[src/rtl/hazard_stall_ctrl.sv]
// hazard_stall_ctrl: Tuse/Tnew register-hazard stall detection plus mult/div busy sequencing
// and a saturating stall-cycle counter for the five-stage MIPS core.
module hazard_stall_ctrl #(
  parameter int MULT_CYCLES = 5,
  parameter int DIV_CYCLES  = 10,
  parameter int CNT_W       = 16
) (
  input  logic             Clk,
  input  logic             Rst_n,
  input  logic [4:0]       D_A1,
  input  logic [4:0]       D_A2,
  input  logic [1:0]       D_Tuse_rs,
  input  logic [1:0]       D_Tuse_rt,
  input  logic             D_IsMD,
  input  logic [4:0]       E_A3,
  input  logic [4:0]       M_A3,
  input  logic             E_RFWr,
  input  logic             M_RFWr,
  input  logic [1:0]       E_Tnew,
  input  logic [1:0]       M_Tnew,
  input  logic [2:0]       E_MDOp,
  output logic             Stall,
  output logic             MD_Start,
  output logic             MD_Busy,
  output logic [CNT_W-1:0] Stall_Cnt
);
  localparam int MAX_C = MULT_CYCLES > DIV_CYCLES ? MULT_CYCLES : DIV_CYCLES;
  localparam int MD_W  = $clog2(MAX_C + 1) < 4 ? 4 : $clog2(MAX_C + 1);
  logic [MD_W-1:0]  md_cnt_q, md_cnt_d;
  logic [CNT_W-1:0] stall_cnt_q, stall_cnt_d;
  logic             stall_rs, stall_rt, stall_md;
  // Tuse of 3 marks an operand the D instruction never reads; Tnew of 0 can never exceed Tuse.
  assign stall_rs = (D_A1 != 5'd0) && (D_Tuse_rs != 2'd3) &&
                    ((D_A1 == E_A3 && E_RFWr && D_Tuse_rs < E_Tnew) ||
                     (D_A1 == M_A3 && M_RFWr && D_Tuse_rs < M_Tnew));
  assign stall_rt = (D_A2 != 5'd0) && (D_Tuse_rt != 2'd3) &&
                    ((D_A2 == E_A3 && E_RFWr && D_Tuse_rt < E_Tnew) ||
                     (D_A2 == M_A3 && M_RFWr && D_Tuse_rt < M_Tnew));
  // D holds HI/LO users while busy, so a start can only reach E when the unit is idle.
  assign MD_Start  = (E_MDOp >= 3'd1) && (E_MDOp <= 3'd4);
  assign MD_Busy   = (md_cnt_q != '0);
  assign stall_md  = D_IsMD && (MD_Start || MD_Busy);
  assign Stall     = stall_rs || stall_rt || stall_md;
  assign Stall_Cnt = stall_cnt_q;
  always_comb begin
    md_cnt_d    = MD_Start ? (E_MDOp <= 3'd2 ? MD_W'(MULT_CYCLES) : MD_W'(DIV_CYCLES))
                           : (MD_Busy ? md_cnt_q - MD_W'(1) : '0);
    stall_cnt_d = (Stall && !(&stall_cnt_q)) ? stall_cnt_q + CNT_W'(1) : stall_cnt_q;
  end
  always_ff @(posedge Clk or negedge Rst_n) begin
    if (!Rst_n) begin
      md_cnt_q    <= '0;
      stall_cnt_q <= '0;
    end else begin
      md_cnt_q    <= md_cnt_d;
      stall_cnt_q <= stall_cnt_d;
    end
  end
endmodule

[config.mk]
export PLATFORM = sky130hd
export DESIGN_NAME = hazard_stall_ctrl
export DESIGN_NICKNAME = d
export VERILOG_FILES = /design/src/rtl/hazard_stall_ctrl.sv
export SDC_FILE = /design/constraint.sdc
export NUM_CORES = 1
export LEC_CHECK = 0
export ABC_AREA = 1
export ABC_CLOCK_PERIOD_IN_PS = 1700
export BUFFER_PORTS_ARGS = -buffer_cell sky130_fd_sc_hd__buf_2
export CAP_MARGIN = 20
export CORE_ASPECT_RATIO = 1.1
export CORE_UTILIZATION = 50
export CTS_CLUSTER_DIAMETER = 40
export CTS_CLUSTER_SIZE = 8
export DETAILED_ROUTE_END_ITERATION = 7
export GPL_ROUTABILITY_DRIVEN = 1
export PLACE_DENSITY = 0.84
export SETUP_SLACK_MARGIN = 0.2
export SYNTH_ARGS = -nofsm -noshare
export SYNTH_HDL_FRONTEND = slang
export SYNTH_SLANG_ARGS = --single-unit
[constraint.sdc]
create_clock -name Clk -period 1.7 [get_ports Clk]
set_input_delay 0.085 -clock Clk [delete_from_list [all_inputs] [get_ports Clk]]
set_output_delay 0.085 -clock Clk [all_outputs]
set_load 0.02 [all_outputs]
==> results.toml, run 1 <==
[outcome]
outcome = "finished clean"

[global_route]
first_global_vias = 1842
grt_overflow = 0
grt_pass1_wl_mm = 7.69
grt_start_max_net_pins = 21
antenna_found_initial = 0
grt_usage_pct = 25.5

[yosys]
synth_flop_cell = "dfrtp_1"
synth_cell_types = 28
synth_seq_area_share_pct = 27.5
synth_edf_count = 0
synth.avg_cell_area_um2 = 6.25
yosys_warnings = 0
syn_area_mm2 = 0.00182
async_flop_share_pct = 100
yosysTopAreaCell = "dfrtp_1"
synth_common_cells = "nand2_1 (106), inv_1 (51), nor2_1 (28), nand3_1 (27), dfrtp_1 (20)"
syn_nets = 332
syn-instance-count = 291
yosysTopAreaCellShare_pct = 27.5
yosysMostFrequentCell = "nand2_1"
synth_seq_cells = 20
yosys-top-cells-area = "dfrtp_1 (28%), nand2_1 (22%), inv_1 (11%)"

[finish]
fin_cells = 414
drive_gt1_share_pct = 30.1
area_delta_synth_final_pct = 33.3
fin_nets = 408
diodes = 0

[worst_setup_path]
cp_slowest_cell = "dfrtp_1"
max_stage_delay_ns = 0.40
worstPathRequired_ns = 1.62
r2r-start = "md_cnt_q[0]"
worstReg2RegEnd = "Stall_Cnt[5]"
end_kind = "primary output"
r2r_setup_slack_ns = 0.07
crit_arrival_ns = 1.57
worstPathMaxFanout = 3
reg2reg_depth = 9
critPathKind = "flip-flop to primary output"
cp_cell_sequence = "or2_4 -> nor2_4 -> nand2_4 -> o21ai_4 -> nand3_4 -> buf_6"
crit_path_start_kind = "flip-flop"

[sta]
post-route-period-util_pct = 97.3
fin_crit_ns = 1.65
fmax_ghz = 0.605
rsz0062_at_grt = "true"
setup_viol = 0
tightestPinTransition_ns = 0.443
maxSlewHeadroom_pct = 70.4
finalSetupTns_ns = 0
hold_viol = 0
setup_ws_ns = 0.0467
drv_slew = 0
skew_ns = 0.00664

[clock_network]
clk_pin_slew_ns = 0.11
cts_tree = "yes"
root_buffer = "clkbuf_4"
clk_latency_ns = 0.31
h-tree-depth = 1
clock-sinks = 20
clockBufferDepth = 2
numCtsBuffers = 3

[floorplanning]
core_area_mm2 = 0.00341
die_x_um = 59.5
initial_core_util_pct = 53.3
std_cell_rows = 22
fp.dieH_um = 65.2
dieArea_mm2 = 0.00388
ios = 55

[power]
power_frac_comb_pct = 45.3
p_sw_w = 0.000674
clkPwrFrac_pct = 16.7
internal_power_w = 0.00102
powerDensity_mw_per_mm2 = 700
peakVddDrop_v = 0.000305
sw_frac_of_total_pct = 39.7
p_seq_share_pct = 38.0
power.leakage_nw = 1.42

[place]
place_inst = 392
io_buffers = 54
gp_congestion = 0.904
hpwl_mm = 3.23
pre_cts_ws_ns = 0.0433

[hold_path]
min-delay-path-class = "input pin to flip-flop"
hold_depth = 4
min_from = "E_MDOp[2]"
hold_path_end = "md_cnt_q[2]"

[flow_run]
maxCapViolCount = 0

[detailed_routing]
detail-route-antenna-nets = 0
wl_per_cell_um = 11.5
num_vias = 2063
drtPass1Iterations = 4
wl_mm = 4.74
drc = 0
drt_iter0_markers = 140
vias_per_cell = 4.98
-- area by class of cell --
| class | count | area, um^2 |
|---|---|---|
| multi-input combinational | 216 | 1170 |
| timing repair buffer | 73 | 445 |
| sequential | 20 | 509 |
| tap | 48 | 60.1 |
| clock buffer | 4 | 36.3 |
| inverter | 53 | 199 |
| fill | 313 | 990 |
-- how the worst max path moves through the flow --
stage | from | end | cells after the start
6_report | md_cnt_q[0] | Stall | 6
2_1_floorplan | md_cnt_q[0] | Stall_Cnt[0] | 8
3_5_place_dp | md_cnt_q[0] | Stall_Cnt[15] | 8
4_1_cts | md_cnt_q[0] | Stall | 6
5_1_grt | md_cnt_q[0] | Stall | 6
3_3_place_gp | md_cnt_q[0] | Stall_Cnt[11] | 8
-- power groups by stage --
stage	logic, W	clock network (W)	registers (W)
3_3_place_gp	0.000583	0	0.000651
4_1_cts	0.000710	0.000285	0.000635
5_1_grt	0.000864	0.000304	0.000657
6_report	0.000768	0.000284	0.000644
3_5_place_dp	0.000596	0	0.000654
2_1_floorplan	0.000358	0	0.000707
-- metrics by stage --
stage | instance area (um^2) | power (W) | util (%) | hold slack [ns]
finish | 2420 | 0.00170 | 71.0 | 0.0942
global route | 2420 | 0.00183 | 71.0 | 0.154
CTS | 2360 | 0.00163 | 69.2 | 0.0909
detailed placement | 2160 | 0.00125 | 63.3 | 0.0510
global placement | 2160 | 0.00123 | 63.3 | 0.0451
floorplan | 1850 | 0.00106 | - | -0.211
-- critical path, delay by kind of cell, from the launching register on --
kind / cells / cell delay [ns]
and+or+nand+nor: 4 / 0.57
DFF: 1 / 0.40
buffers and inverters: 1 / 0.15
AOI/OAI and AO/OA: 1 / 0.15
-- sequential cells by signal (all words and copies together), names as in the netlist --
register	cells
Stall_Cnt	16
md_cnt_q	4
-- layout by cell type (no fill, tap or decap), types with 6 or more instances in the layout --
cell / Yosys / layout
inv_1: 51 / 51
nand2_1: 106 / 99
xnor2_1: 6 / 6
dfrtp_1: 20 / 13
nand2_2: 0 / 7
o21ai_0: 8 / 8
buf_4: 1 / 15
dfrtp_2: 0 / 7
xor2_1: 10 / 10
nand3_1: 27 / 24
buf_2: 1 / 53
nor2_1: 28 / 26
-- routing by layer --
metal	GRT usage, %	vias to the layer above	part of all wire (%)
met2	45.8	93	51
li1	-	1044	-
met3	3.35	16	5.3
met4	9.88	0	2.8
met1	30.1	910	41
met5	0	-	0
-- kinds of logic after synthesis --
kind of cell | synth area share (%)
simple gates | 42.9
buf+inv | 12.5
flops | 27.5
xor+xnor | 8.60
compound gates | 5.02
fa+ha+maj | 3.44
-- timing repair --
action	CTS	global route
hold buffers	1	0
gates resized for setup	13	7
pin swaps	4	2
gates cloned	1	0
buffers inserted	11	5
endpoints found under the hold margin	20	0
endpoints found under the setup margin	17	17
(Power assumes the default switching activity.)
==> run 2: changes to the inputs <==
Settings changed: PLACE_DENSITY 0.84 to 0.81.
==> results.toml, run 2 (same netlist as run 1, synthesis figures left out) <==
[floorplanning]
initial_core_util_pct = 53.3
dieArea_mm2 = 0.00388
ios = 55
die_x_um = 59.5
fp.dieH_um = 65.2
std_cell_rows = 22
core_area_mm2 = 0.00341

[global_route]
grt_use_met3_pct = 1.77
busiest_layer = "met2"
grt_usage_pct = 25.3
grt_pass1_wl_mm = 7.53
grt_use_met1_pct = 30.1
antenna_found_initial = 0
grt_overflow = 0
grtUsageMet2_pct = 46.5
grt_start_max_net_pins = 21
first_global_vias = 1729

[clock_network]
numCtsBuffers = 3
cts_tree = "yes"
h-tree-depth = 1
clk_pin_slew_ns = 0.11
clockBufferDepth = 2
clk_latency_ns = 0.31
clock-sinks = 20
root_buffer = "clkbuf_4"

[power]
peakVddDrop_v = 0.000304
powerDensity_mw_per_mm2 = 706
power.leakage_nw = 1.38

[detailed_routing]
vias_per_cell = 5.00
wl_per_cell_um = 11.1
drtPass1Iterations = 4
drt_iter0_markers = 119
detail-route-antenna-nets = 0
num_vias = 2036
wl_mm = 4.51
drc = 0

[sta]
setup_viol = 0
fmax_ghz = 0.601
fin_crit_ns = 1.66
drv_slew = 0
maxSlewHeadroom_pct = 70.5
post-route-period-util_pct = 97.8
setup_ws_ns = 0.0370
hold_ws_ns = 0.0921
finalSetupTns_ns = 0
hold_viol = 0
tightestPinTransition_ns = 0.439
skew_ns = 0.00470
rsz0062_at_grt = "true"

[worst_setup_path]
crit_path_start_kind = "flip-flop"
crit_arrival_ns = 1.58
path_delay_family = "simple AND/OR/NAND/NOR gates"
max_stage_delay_ns = 0.39
cp.buffers_inverters = 1
worstPathMaxFanout = 4
worstPathRequired_ns = 1.62
cp_cell_sequence = "or2_4 -> nor2_4 -> nand2_4 -> o21ai_4 -> nand3_4 -> buf_4"
cp_slowest_cell = "dfrtp_1"
critPathKind = "flip-flop to primary output"
end_kind = "primary output"
cp-startpoint = "md_cnt_q[0]"
r2r-start = "md_cnt_q[0]"

[place]
hpwl_mm = 3.25
pre_cts_ws_ns = 0.0436
gp_congestion = 0.861
io_buffers = 54

[flow_run]
maxCapViolCount = 0

[outcome]
outcome = "finished clean"

[finish]
largest_reg_flops = 16
area_delta_synth_final_pct = 29.3
drive_gt1_share_pct = 27.0
fin_nets = 401
layout_commonest_cell = "nand2_1"
fillers = 325
fin_util_pct = 68.9
layout_common_cells = "nand2_1 (105), buf_2 (53), inv_1 (51)"
diodes = 0

[hold_path]
min_from = "E_MDOp[2]"
min-delay-path-class = "input pin to flip-flop"
==> run 2: cell types whose count changed in the layout (fill, tap and decap cells not counted), sizes merged <==
cell	previous run	this run
buf	72	65
==> run 2: cell type report <==
type / instances / area [um^2] / area share [%]
repair buffers: 66 / 390 / 16.6
inverters: 53 / 199 / 8.46
flip-flops and latches: 20 / 510 / 21.7
well taps: 48 / 60.1 / 2.55
multi-input cells: 216 / 1150 / 49.1
clock buffers: 4 / 36.3 / 1.54
==> run 2: worst paths after layout <==
kind,to,slack (ns),cells past startpoint
setup / recovery,Stall,0.04,6
hold / removal,md_cnt_q[2],0.09,4
setup reg to reg,Stall_Cnt[14],0.08,9
hold reg to reg,Stall_Cnt[13],0.53,2
max in group asynchronous,Stall_Cnt[2],1.15,2
min in group asynchronous,Stall_Cnt[4],0.23,2
==> run 2: per-layer routing <==
layer | vias up | share of wire (%)
met3 | 15 | 4.8
met2 | 81 | 52
met1 | 910 | 40
met5 | - | 0
li1 | 1030 | -
met4 | 0 | 2.8
==> run 2: worst min-delay path, stage by stage <==
cell and delay, ns:
buf_2 0.09, a21oi_1 0.05, nand2_1 0.08, o31ai_1 0.07
==> run 2: stage by stage <==
step / total power [W] / instances / cell area (um^2)
after floorplan: 0.00106 / 291 / 1850
after global placement: 0.00124 / 392 / 2160
after detailed placement: 0.00125 / 392 / 2160
after CTS: 0.00158 / 404 / 2290
after global routing: 0.00180 / 407 / 2350
final: 0.00166 / 407 / 2350
==> run 2: what timing repair did <==
item,in CTS,in global routing
pin swaps,2,0
setup endpoints to repair,17,17
gates resized for setup,2,11
hold buffers,1,0
gates cloned,1,0
endpoints found under the hold margin,20,0
buffers inserted,6,3
==> run 2: power breakdown <==
group	switching, W	leakage (nW)	total, W	internal (W)
sequential	0.000106	0.254	0.000666	0.000560
clock	0.000151	0.0210	0.000282	0.000131
combinational	0.000410	1.11	0.000713	0.000303
